File: config.mk
export PLATFORM = sky130hd
export DESIGN_NAME = video_timing_gen
export DESIGN_NICKNAME = d
export VERILOG_FILES = /design/src/rtl/video_timing_gen.sv
export SDC_FILE = /design/constraint.sdc
export NUM_CORES = 1
export LEC_CHECK = 0
export ABC_AREA = 1
export BUFFER_PORTS_ARGS = -buffer_cell sky130_fd_sc_hd__clkbuf_2
export CAP_MARGIN = 20
export CORE_UTILIZATION = 50
export CTS_CLUSTER_DIAMETER = 40
export DETAILED_ROUTE_END_ITERATION = 10
export GPL_ROUTABILITY_DRIVEN = 0
export PLACE_DENSITY = 0.76
export SETUP_SLACK_MARGIN = 0.05
export SLEW_MARGIN = 40
export SYNTH_ARGS = -nofsm -noshare
export SYNTH_HDL_FRONTEND = slang
export SYNTH_SLANG_ARGS = --single-unit
File: constraint.sdc
create_clock -name pixel_clk -period 1.5 [get_ports pixel_clk]
set_input_delay 0.075 -clock pixel_clk [delete_from_list [all_inputs] [get_ports pixel_clk]]
set_output_delay 0.075 -clock pixel_clk [all_outputs]
set_load 0.1 [all_outputs]
File: src/rtl/video_timing_gen.sv
// Video timing generator. It keeps free-running pixel and line counters.
// It decodes raw hsync, vsync and de from the registered counters. Those
// three raw signals pass through a PIPE_DELAY-deep register chain. The
// block also produces a one-cycle frame_start pulse and a count of
// completed frames. All state holds while enable is low.
module video_timing_gen #(
  parameter int unsigned H_ACTIVE   = 640,
  parameter int unsigned H_FP       = 16,
  parameter int unsigned H_SYNC     = 96,
  parameter int unsigned H_BP       = 48,
  parameter int unsigned V_ACTIVE   = 480,
  parameter int unsigned V_FP       = 10,
  parameter int unsigned V_SYNC     = 2,
  parameter int unsigned V_BP       = 33,
  parameter logic        HS_POL     = 1'b0,
  parameter logic        VS_POL     = 1'b0,
  parameter int unsigned PIPE_DELAY = 1
) (
  input  logic       pixel_clk,
  input  logic       reset_n,
  input  logic       enable,
  output logic [9:0] counterX,
  output logic [9:0] counterY,
  output logic       hsync,
  output logic       vsync,
  output logic       de,
  output logic       frame_start,
  output logic [7:0] frame_count
);

  localparam int unsigned H_TOTAL = H_ACTIVE + H_FP + H_SYNC + H_BP;
  localparam int unsigned V_TOTAL = V_ACTIVE + V_FP + V_SYNC + V_BP;

  localparam logic [9:0] H_LAST   = 10'(H_TOTAL - 1);
  localparam logic [9:0] V_LAST   = 10'(V_TOTAL - 1);
  localparam logic [9:0] H_VIS    = 10'(H_ACTIVE);
  localparam logic [9:0] V_VIS    = 10'(V_ACTIVE);
  localparam logic [9:0] HS_FIRST = 10'(H_ACTIVE + H_FP);
  localparam logic [9:0] HS_LAST  = 10'(H_ACTIVE + H_FP + H_SYNC - 1);
  localparam logic [9:0] VS_FIRST = 10'(V_ACTIVE + V_FP);
  localparam logic [9:0] VS_LAST  = 10'(V_ACTIVE + V_FP + V_SYNC - 1);

  // Three bits per pipeline stage, packed as {hs, vs, de}, newest stage lowest.
  localparam int unsigned PW = 3 * PIPE_DELAY;

  logic [9:0]    x_q, x_d;
  logic [9:0]    y_q, y_d;
  logic          fs_q, fs_d;
  logic [7:0]    fc_q, fc_d;
  logic [PW-1:0] pipe_q, pipe_d, pipe_in;
  logic [2:0]    raw;
  logic          x_end, y_end;

  // Decode raw active-high sync/de from the registered counters.
  always_comb begin
    raw[2] = (x_q >= HS_FIRST) && (x_q <= HS_LAST);
    raw[1] = (y_q >= VS_FIRST) && (y_q <= VS_LAST);
    raw[0] = (x_q < H_VIS) && (y_q < V_VIS);
  end

  // A single-stage chain cannot slice below its newest stage, so that case is split out.
  if (PIPE_DELAY == 1) begin : g_pipe_one
    assign pipe_in = raw;
  end else begin : g_pipe_many
    assign pipe_in = {pipe_q[PW-4:0], raw};
  end

  // Next-state logic: advance only on enabled cycles. frame_start clears on any held edge.
  always_comb begin
    x_end  = (x_q == H_LAST);
    y_end  = (y_q == V_LAST);
    x_d    = x_q;
    y_d    = y_q;
    fs_d   = 1'b0;
    fc_d   = fc_q;
    pipe_d = pipe_q;
    if (enable) begin
      x_d    = x_end ? '0 : x_q + 10'd1;
      pipe_d = pipe_in;
      if (x_end) begin
        y_d = y_end ? '0 : y_q + 10'd1;
      end
      if (x_end && y_end) begin
        fs_d = 1'b1;
        fc_d = fc_q + 8'd1;
      end
    end
  end

  // State registers with asynchronous active-low reset.
  always_ff @(posedge pixel_clk or negedge reset_n) begin
    if (!reset_n) begin
      x_q    <= '0;
      y_q    <= '0;
      fs_q   <= 1'b0;
      fc_q   <= '0;
      pipe_q <= '0;
    end else begin
      x_q    <= x_d;
      y_q    <= y_d;
      fs_q   <= fs_d;
      fc_q   <= fc_d;
      pipe_q <= pipe_d;
    end
  end

  assign counterX    = x_q;
  assign counterY    = y_q;
  assign hsync       = pipe_q[PW-1] ^ ~HS_POL;
  assign vsync       = pipe_q[PW-2] ^ ~VS_POL;
  assign de          = pipe_q[PW-3];
  assign frame_start = fs_q;
  assign frame_count = fc_q;

endmodule

# Word level (Yosys, flattened, before mapping)
# Cells that the tools add are included.
# word_totals
ff_bits,32
inputBits,3
output_inout_bits,32
elab_cells,28
# op_classes
addsub,3
n_lt_le_gt_ge,6
n_eq_ne,2
n_mux,4
bitwise,2
reduce_logical,6
# ops
cell,count
"10-bit by 1-bit adder with 10-bit output, second input constant",2
"10-bit equality test, second input constant",2
10-bit 2-to-1 mux,2
"10-bit >= comparator, second input constant",1
"10-bit by 9-bit >= comparator with 1-bit output, second input constant",1
"10-bit less-or-equal comparator, second input constant",1
"10-bit by 9-bit less-or-equal comparator with 1-bit output, second input constant",1
"10-bit < comparator, second input constant",1
"10-bit by 9-bit < comparator with 1-bit output, second input constant",1
"8-bit by 1-bit adder with 8-bit output, second input constant",1
1-bit logical AND,4
2-bit AND reduction,2
1-bit 2-to-1 mux,2
1-bit inverter,2

# Depth between registers and ports, before layout
# depth
depth_word,4
ltp_mapped,9
depth_no_buf,9

# Least setup slack after synthesis
# Ideal clock, no wire load.
# synth_timing
path_type,reg2reg
start,"register x_q[1], in the netlist counterX[1]"
end,"register fc_q[4], in the netlist frame_count[4]"
setup_ns,0.123
arrival_time_ns,1.968
required_ns,1.377
slack_ns,-0.591
path_stages_with_launch,9
path_buffers,0
period_less_slack_ns,2.091
cell_sequence,dfrtp_1 > ha_1 > inv_1 > nor2_4 > nand4_4 > nor2_4 > nand2_1 > nand2_1 > nand2_1
# synth_between
elab_chain_cells,3
# synth_rtl
element,line_no,source
"start, declared",46,"logic [9:0] x_q, x_d;"
"start signal, assigned",93,x_q <= '0;
"start signal, assigned",99,x_q <= x_d;
10-bit equality test,70,x_end = (x_q == H_LAST);
1-bit logical AND,83,if (x_end && y_end) begin
2-bit AND reduction (no source line),n/a,
"end signal, assigned",96,fc_q <= '0;
"end signal, assigned",102,fc_q <= fc_d;
"end, declared",49,"logic [7:0] fc_q, fc_d;"
# Every way passes these cells.
# A chain may end at the register's enable or synchronous reset.

# Worst setup path in the final report
# layout_timing
start,"register x_q[7], in the netlist counterX[7]"
end,"register fc_q[3], in the netlist frame_count[3]"
# The elaborated chain is that of the path after synthesis.

==> flow_metrics.env <==
export IMPL_outcome="finished clean"
export IMPL_async_flop_share_pct=100.0
export IMPL_syn_area_mm2=0.001922
export IMPL_synth_nets=260
export IMPL_p_leak_nw=1.225
export IMPL_track_usage_pct=24.47
export IMPL_antenna_found_initial=0
export IMPL_nFillCells=313
export IMPL_setup_violations=0
export IMPL_grt_pass1_vias=1707
export IMPL_synth_top_area_share_pct=41.67
export IMPL_grt_pass1_wl_um=7631
export IMPL_totalWireLength_um=4714
export IMPL_grt_max_degree=33
export IMPL_grt_use_met1_pct=31.31
export IMPL_num_rows=22
export IMPL_ys_flop_type="dfrtp_1"
export IMPL_slew_headroom_pct=63.80
export IMPL_min_path_type="primary input to flop"
export IMPL_synth_top_area_cell="dfrtp_1"
export IMPL_coreArea_mm2=0.003661
export IMPL_drv_cap=0
export IMPL_tightest_slew_ns=0.5453
export IMPL_dp_hpwl_um=3365
export IMPL_cpMostUsedCell="nand2_1"
export IMPL_synth_edf_count=0
export IMPL_cts_tree="built"
export IMPL_initial_utilization_pct=52.49
export IMPL_pin_count=35
export IMPL_grt_setup_unrepaired="yes"
export IMPL_gr_total_overflow=0
export IMPL_crit_slowest_cell="dfrtp_2"
export IMPL_worstPathRequired_ns=1.68
export IMPL_postRouteAntennaNets=0
export IMPL_worst_path_buf_inv=1
export IMPL_use_met3_pct=6.071
export IMPL_max_vdd_ir_drop_mv=0.5723
export IMPL_synth_cell_types=30
export IMPL_setup_tns_final_ns=0
export IMPL_wl_per_cell_um=13.02
export IMPL_crit_chain="buf_4 -> nor3_2 -> nand3_4 -> nor2_4 -> nand2_1 -> nand2_1 -> nand2_1"
export IMPL_root_buffer="clkbuf_8"
export IMPL_drc=0
export IMPL_dieHeight_um=64.00
export IMPL_arrival_ns=1.65
export IMPL_path_clk_slew_ns=0.07
export IMPL_timing_final_crit_period_ns=1.472
export IMPL_p_total_w=0.002857
export IMPL_drt_vias_per_instance=5.097
export IMPL_fp_dieW_um=64.00
export IMPL_crit_type="flop to flop"
export IMPL_synth_area_top_cells="dfrtp_1, nand2_1, inv_1, nand3_1, nor2_1"
export IMPL_gr_usage_met2_pct=40.69
export IMPL_clock_tree_buffer_depth=2
export IMPL_cts_buffers=5
export IMPL_yosysSeqAreaShare_pct=41.67
export IMPL_antenna_cells=0
export IMPL_avgSynthCellArea_um2=7.657
export IMPL_vias=1845
export IMPL_max_freq_mhz=679.6
export IMPL_synth_most_common_cell="nand2_1"
export IMPL_ys_warnings_count=0
export IMPL_port_buffers=34
export IMPL_finalCritPeriodShare_pct=98.10
export IMPL_power_density_mw_per_mm2=1089
export IMPL_drive_above_1_share_pct=41.40
export IMPL_areaGrowthSynthToFinish_pct=36.52
export IMPL_start_kind="flop"
export IMPL_die_area_mm2=0.004095
export IMPL_cts_sinks=32
export IMPL_fin_skew_ns=0.004247
export IMPL_first_iter_violations=118
export IMPL_dr_pass1_iters=4
export IMPL_syn_inst=251
export IMPL_crit_fanout=7
export IMPL_drv_slew=0
export IMPL_layout_nets=322
export IMPL_busiest_layer="met2"
export IMPL_ys_ff_latch=32
export IMPL_end_kind="flop"
export IMPL_synth_commonest_cells="nand2_1, dfrtp_1, inv_1"
export IMPL_hold_viol_final=0
export IMPL_crit_family="simple AND/OR/NAND/NOR gates"
export IMPL_cts_max_level=2
export IMPL_critPathMaxStageDelay_ns=0.41
export IMPL_clk_latency_ns=0.29
cells in the final DEF, fill, tap and decap left out, types with 4 or more instances in the layout:
cell type / synthesis / final
clkbuf_8: 0 / 5
o21ai_0: 13 / 9
nor2_4: 4 / 7
dfrtp_1: 32 / 7
nand2_2: 1 / 7
inv_2: 1 / 5
nor2_1: 25 / 20
nor2_2: 2 / 4
nand3_1: 21 / 16
o21ai_1: 2 / 4
nand2_1: 70 / 63
inv_1: 28 / 22
dfrtp_4: 0 / 14
clkbuf_2: 0 / 33
nor3_1: 7 / 6
xor2_1: 6 / 6
nand3_2: 1 / 5
buf_6: 1 / 5
nand4_1: 11 / 11
nand3b_1: 4 / 4
dfrtp_2: 0 / 11
buf_4: 1 / 20
ha_1: 6 / 4
metal layers:
metal  up-vias  wire length (um)
li1        940                 -
met3         6               216
met4         0                34
met1       854              2198
met2        45              2265
met5         -                 0
through the flow:
| stage | setup slack (ns) | hold WS (ns) | instances | utilization (%) | area, um2 |
|---|---|---|---|---|---|
| final | 0.02850 | 0.1584 | 362 | 71.67 | 2624 |
| after detailed placement | -0.007312 | 0.1221 | 347 | 65.07 | 2382 |
| after global routing | -0.07920 | 0.1771 | 362 | 71.67 | 2624 |
| after floorplan | -0.1139 | -0.2206 | 251 | - | 2052 |
| after global placement | 0.009033 | 0.1202 | 347 | 65.07 | 2382 |
| after CTS | 0.03704 | 0.1519 | 361 | 69.45 | 2542 |
repair_timing:
| action | CTS | global route |
|---|---|---|
| setup endpoints to repair | 9 | 25 |
| endpoints found under the hold margin | 32 | 0 |
| pin swaps | 3 | 7 |
| gates resized for setup | 7 | 23 |
| hold buffers | 1 | 0 |
| buffers inserted | 5 | 1 |
sequential cells by signal, summed over array words and instances (netlist names):
register and flops:
counterX 10, pipe_q 3, counterY 10, frame_start 1, frame_count 8
tightest hold or removal path, delay by kind of cell:
kind                   cells  cell delay, ns
XOR/XNOR                   1            0.07
buffers and inverters      2            0.16
AND/OR/NAND/NOR            1            0.11
final cells by class:
type                    instances  area [um2]  share of cell area (%)
inverters                      29       113.9                   4.340
flip-flops and latches         32       867.1                   33.05
multi-input cells             185        1115                   42.49
repair buffers                 60       386.6                   14.74
clock buffers                   7       76.32                   2.909
clock inverters                 1       5.005                  0.1907
well taps                      48       60.06                   2.289
worst paths after layout:
check,endpoint,depth (start not counted),slack (ns),startpoint
min,counterX[2],4,0.16,enable
max reg2reg,frame_count[3],7,0.03,counterX[7]
max,frame_count[3],7,0.03,counterX[7]
min in group asynchronous,counterX[5],3,0.34,reset_n
min reg2reg,frame_count[0],1,0.50,frame_count[0]
max in group asynchronous,counterY[2],3,0.83,reset_n
report_power, final:
group / total (W) / internal (W) / switching, W
logic: 0.00114 / 0.000252 / 0.000892
clock network: 0.000647 / 0.000325 / 0.000322
registers: 0.00107 / 0.000980 / 0.0000853
cells by family after synthesis:
family	count (synthesis)	share of synthesized area, %
buffers and inverters	34	7.356
adders and majority gates	6	3.906
AOI/OAI and AO/OA	20	5.469
DFF	32	41.67
xor gates and xnor gates	8	3.646
and+or+nand+nor	151	37.96
(Power assumes the default switching activity.)
